--- config.mk ---
export PLATFORM = sky130hd
export DESIGN_NAME = fifo_uart_tx
export DESIGN_NICKNAME = d
export VERILOG_FILES = /design/src/rtl/fifo_uart_tx.sv
export SDC_FILE = /design/constraint.sdc
export NUM_CORES = 1
export LEC_CHECK = 0
export CORE_AREA = 3 3 42 59
export CTS_BUF_LIST = sky130_fd_sc_hd__clkbuf_8 sky130_fd_sc_hd__clkbuf_16
export DETAILED_ROUTE_END_ITERATION = 16
export DIE_AREA = 0 0 45 62
export PLACE_DENSITY = 0.78
export SLEW_MARGIN = 30
export SYNTH_ARGS = -nofsm -noshare
export SYNTH_HDL_FRONTEND = slang
export SYNTH_SLANG_ARGS = --single-unit
--- constraint.sdc ---
create_clock -name CLK -period 4.5 [get_ports CLK]
set_clock_uncertainty 0.2 [all_clocks]
set_input_delay 0.675 -clock CLK [delete_from_list [all_inputs] [get_ports CLK]]
set_output_delay 0.675 -clock CLK [all_outputs]
set_load 0.05 [all_outputs]
--- src/rtl/fifo_uart_tx.sv ---
// fifo_uart_tx: drains FIFO words and sends each as a UART frame (start, data LSB first, optional parity, stop)
module fifo_uart_tx #(
  parameter int DATA_WIDTH   = 8,
  parameter int CLKS_PER_BIT = 16
) (
  input  logic                  CLK,
  input  logic                  RST,
  input  logic                  i_fifo_empty,
  input  logic [DATA_WIDTH-1:0] i_fifo_rdata,
  output logic                  o_fifo_rinc,
  input  logic                  i_par_en,
  input  logic                  i_par_typ,
  output logic                  o_tx_out,
  output logic                  o_busy
);
  localparam int CW = $clog2(CLKS_PER_BIT);
  localparam int IW = DATA_WIDTH > 1 ? $clog2(DATA_WIDTH) : 1;
  typedef enum logic [2:0] {IDLE, START, DATA, PARITY, STOP} state_t;
  state_t                state;
  logic [CW-1:0]         cnt;
  logic [IW-1:0]         idx;
  logic [DATA_WIDTH-1:0] shreg;
  logic [DATA_WIDTH-1:0] shr_nxt;
  logic                  par_bit;
  logic                  par_en_q;
  logic                  last;
  logic                  take;
  // bit-period end, next shifted word, and whether this edge pops a new word
  always_comb begin
    last    = cnt == CW'(CLKS_PER_BIT - 1);
    shr_nxt = shreg >> 1;
    take    = !i_fifo_empty && (state == IDLE || (state == STOP && last));
  end
  // frame sequencer; capturing a word also pulses the read strobe for the following cycle
  always_ff @(posedge CLK) begin
    if (RST) begin
      state       <= IDLE;
      cnt         <= '0;
      idx         <= '0;
      shreg       <= '0;
      par_bit     <= 1'b0;
      par_en_q    <= 1'b0;
      o_tx_out    <= 1'b1;
      o_busy      <= 1'b0;
      o_fifo_rinc <= 1'b0;
    end else if (take) begin
      state       <= START;
      cnt         <= '0;
      shreg       <= i_fifo_rdata;
      par_en_q    <= i_par_en;
      par_bit     <= ^i_fifo_rdata ^ i_par_typ;
      o_tx_out    <= 1'b0;
      o_busy      <= 1'b1;
      o_fifo_rinc <= 1'b1;
    end else begin
      o_fifo_rinc <= 1'b0;
      cnt         <= (state == IDLE || last) ? '0 : cnt + 1'b1;
      if (last) begin
        case (state)
          START: begin
            state    <= DATA;
            idx      <= '0;
            o_tx_out <= shreg[0];
          end
          DATA: begin
            if (idx == IW'(DATA_WIDTH - 1)) begin
              state    <= par_en_q ? PARITY : STOP;
              o_tx_out <= par_en_q ? par_bit : 1'b1;
            end else begin
              idx      <= idx + 1'b1;
              shreg    <= shr_nxt;
              o_tx_out <= shr_nxt[0];
            end
          end
          PARITY: begin
            state    <= STOP;
            o_tx_out <= 1'b1;
          end
          STOP: begin
            state    <= IDLE;
            o_tx_out <= 1'b1;
            o_busy   <= 1'b0;
          end
          default: begin
            state    <= IDLE;
            o_tx_out <= 1'b1;
            o_busy   <= 1'b0;
          end
        endcase
      end
    end
  end
endmodule
==> flow_summary_export.csv <==
group,metric,value,unit
worst_setup_path,crit_type,"in2reg",
cts,clkSlewWorstSetupHoldPaths,0.08,ns
detailed_routing,drt_iter0_drc,16,
detailed_routing,drtAntennaViolNets,0,
cts,cts_sinks,23,
hold_path,hp-class,"reg2reg",
synth,synth_top_family_by_area,"simple AND/OR/NAND/NOR gates",
synth,netlist_area,0.00110,mm²
synth,synth.top_cell.area_share,42.0,%
placed_design,dpl.hpwl,1520,µm
floorplan,floorplan.initialDensity,54.9,%
cts,clk_latency,0.26,ns
floorplan,ios,16,
floorplan,row_count,19,
floorplan,die_y,62,µm
synth,yosysUniqueCellTypes,32,
placed_design,pre_cts_slack,1.74,ns
detailed_routing,avgViaCountPerCell,6.11,
synth,synth-main-ff-cell,"dfxtp_1",
synth,synth_top_area_cell,"dfxtp_1",
cts,postCtsSetupBuffers,0,
power,powerDensity,323,mW/mm²
synth,synth_seq_cells,23,
worst_setup_path,crit_required,4.48,ns
cts,clock_path_buffers,2,
global_routing,grt_pass1_wl,3680,µm
detailed_routing,first_pass_iters,4,
timing,fmax,0.403,GHz
worst_setup_path,crit_buf_inv,1,
cts,holdBufCountCts,0,
global_routing,grt_pass1_vias,857,
worst_setup_path,cp_max_fo,11,
detailed_routing,wl,2160,µm
finish,fillerInstances,187,
floorplan,core_area,0.00200,mm²
cts,cts.htree.levels,1,
worst_setup_path,critical_path_arrival,2.46,ns
synth,yosysWarnings,0,
timing,final.setup.tns,0,ns
synth,synthesis.nets,140,
global_routing,grt_usage,17.8,%
worst_setup_path,path_cells,"clkdlybuf4s50_1 -> or3_4 -> a21oi_1 -> a22oi_1 -> a21oi_1",
timing,slew_viol_final,0,
global_routing,antenna_found_initial,0,
timing,worstMarginPinSlew,0.851,ns
timing,period_share,55.2,%
synth,synth_compound_area_share,20.0,%
finish,area_growth,16.6,%
timing,setup_ws,2.02,ns
power,p_leak,0.465,nW
placed_design,gp_congestion,0.732,
cts,cts-root-buf,"clkbuf_8",
synth,synth_edf_count,0,
synth,synthCells,124,
power,ir_drop,193,µV
synth,synth_fa_ha_area_share,3.42,%
worst_setup_path,cp-end-kind,"flop",
detailed_routing,drc,0,
worst_setup_path,cpPeakStageDelay,0.67,ns
global_routing,overflow,0,
synth,yosys-top-cells-count,"23 x dfxtp_1, 13 x a21oi_1, 11 x nand2_1, 11 x nor2_1, 10 x nand3_1",
timing,finalHoldViolCount,0,
job,maxCapViolCount,0,
cts,cts-resized-gates,0,
finish,drive_gt1_share,4.44,%
timing,max_slew_margin,43.2,%
timing,setup_viol,0,
synth,synthTopCellsByArea,"dfxtp_1 42%, a21oi_1 5.9%, a22oi_1 5.5%",
synth,muxShareOfSynthArea,0.913,%
synth,synth_xor_area_share,7.65,%
finish,num_antenna_cells,0,
detailed_routing,num_vias,953,
synth,async_flop_share,0,%
cts,cts_tree,"built",
worst_setup_path,cpMostUsedCell,"a21oi_1",
detailed_routing,wl_per_cell,13.9,µm
timing,post-route-min-period,2.48,ns
cts,cts_buffers,3,
synth,synth_most_common_cell,"dfxtp_1",
worst_setup_path,critical_path.startpoint_type,"input pin",
synth,synth_seq_area_share,42.0,%
timing,grt_setup_unrepaired,"no",
placed_design,io_buffers,15,
run_status,status,"finished clean",
worst_setup_path,critPathTopFamily,"compound AO/OA/AOI/OAI gates",
worst_setup_path,slowest_stage,"a21oi_1",
synth,postSynthAreaPerCell,8.84,µm²
floorplan,dieArea,0.00279,mm²
floorplan,die_w,45,µm
global_routing,grt_max_degree,23,
synth,synthSimpleGateAreaFrac,22.4,%
finish,nets,152,
area by class of cell:
| type | count | area, µm² | share of cell area (%) |
|---|---|---|---|
| multi-input cells | 93 | 596 | 46.6 |
| flip-flops and latches | 23 | 460 | 36.0 |
| repair buffers | 15 | 150 | 11.8 |
| clock buffers | 3 | 41.3 | 3.23 |
| well taps | 21 | 26.3 | 2.06 |
| clock inverters | 1 | 3.75 | 0.294 |
worst paths after layout:
kind / start / endpoint / slack (ns) / cells past startpoint
worst max-delay path: i_fifo_empty / shreg[2]$_SDFFE_PP0P_ / 2.02 / 5
worst min-delay path: cnt[0]$_SDFF_PP0_ / cnt[0]$_SDFF_PP0_ / 0.25 / 1
worst max register to register: cnt[0]$_SDFF_PP0_ / shreg[2]$_SDFFE_PP0P_ / 2.16 / 5
worst min register to register: cnt[0]$_SDFF_PP0_ / cnt[0]$_SDFF_PP0_ / 0.25 / 1
through the flow:
stage	power [mW]	utilization, %	hold slack [ns]	instances	cell area (µm²)
after floorplan	0.270	-	0.218	124	1100
after global placement	0.291	61.7	0.232	152	1230
after detailed placement	0.292	61.7	0.238	152	1230
after CTS	0.414	64.0	0.256	156	1280
after global routing	0.428	64.0	0.297	156	1280
final	0.413	64.0	0.250	156	1280
per-layer routing:
metal	wire length [µm]	share of wire, %	global-route usage, %
met5	0	0	0
met1	952	44	20.8
met2	1120	52	31.8
met3	68	3.1	2.59
met4	25	1.2	7.53
logic make-up (layout without fill, tap and decap cells):
kind of cell    after synthesis  after routing
buf+inv                       8             19
flops                        23             23
compound gates               33             33
fa+ha+maj                     3              3
mux                           1              1
simple gates                 48             48
xor+xnor                      8              8
placed cells by master, fill, tap and decap left out, drive strengths merged, types with 2 or more instances in the layout:
master and count:
nor2 11, nor3 2, clkdlybuf4s50 15, xnor2 4, nor2b 3, o21ai 3, nand2b 3, xor2 3
ha 3, dfxtp 23, a21oi 13, clkbuf 3, a22oi 8, nand3 10, a211oi 3, nand2 11
o211ai 2
where the power goes:
part / leakage [nW] / switching [mW] / internal, mW
Combinational: 0.250 / 0.0326 / 0.0337
Clock: 0.0269 / 0.0642 / 0.0609
Sequential: 0.188 / 0.00738 / 0.214
state kept, by name, summed over array words and instances (netlist names):
name         flops
o_busy           1
state            3
shreg            8
o_tx_out         1
cnt              4
par_bit          1
idx              3
par_en_q         1
o_fifo_rinc      1
No activity file was read; power rests on OpenSTA's default activity.
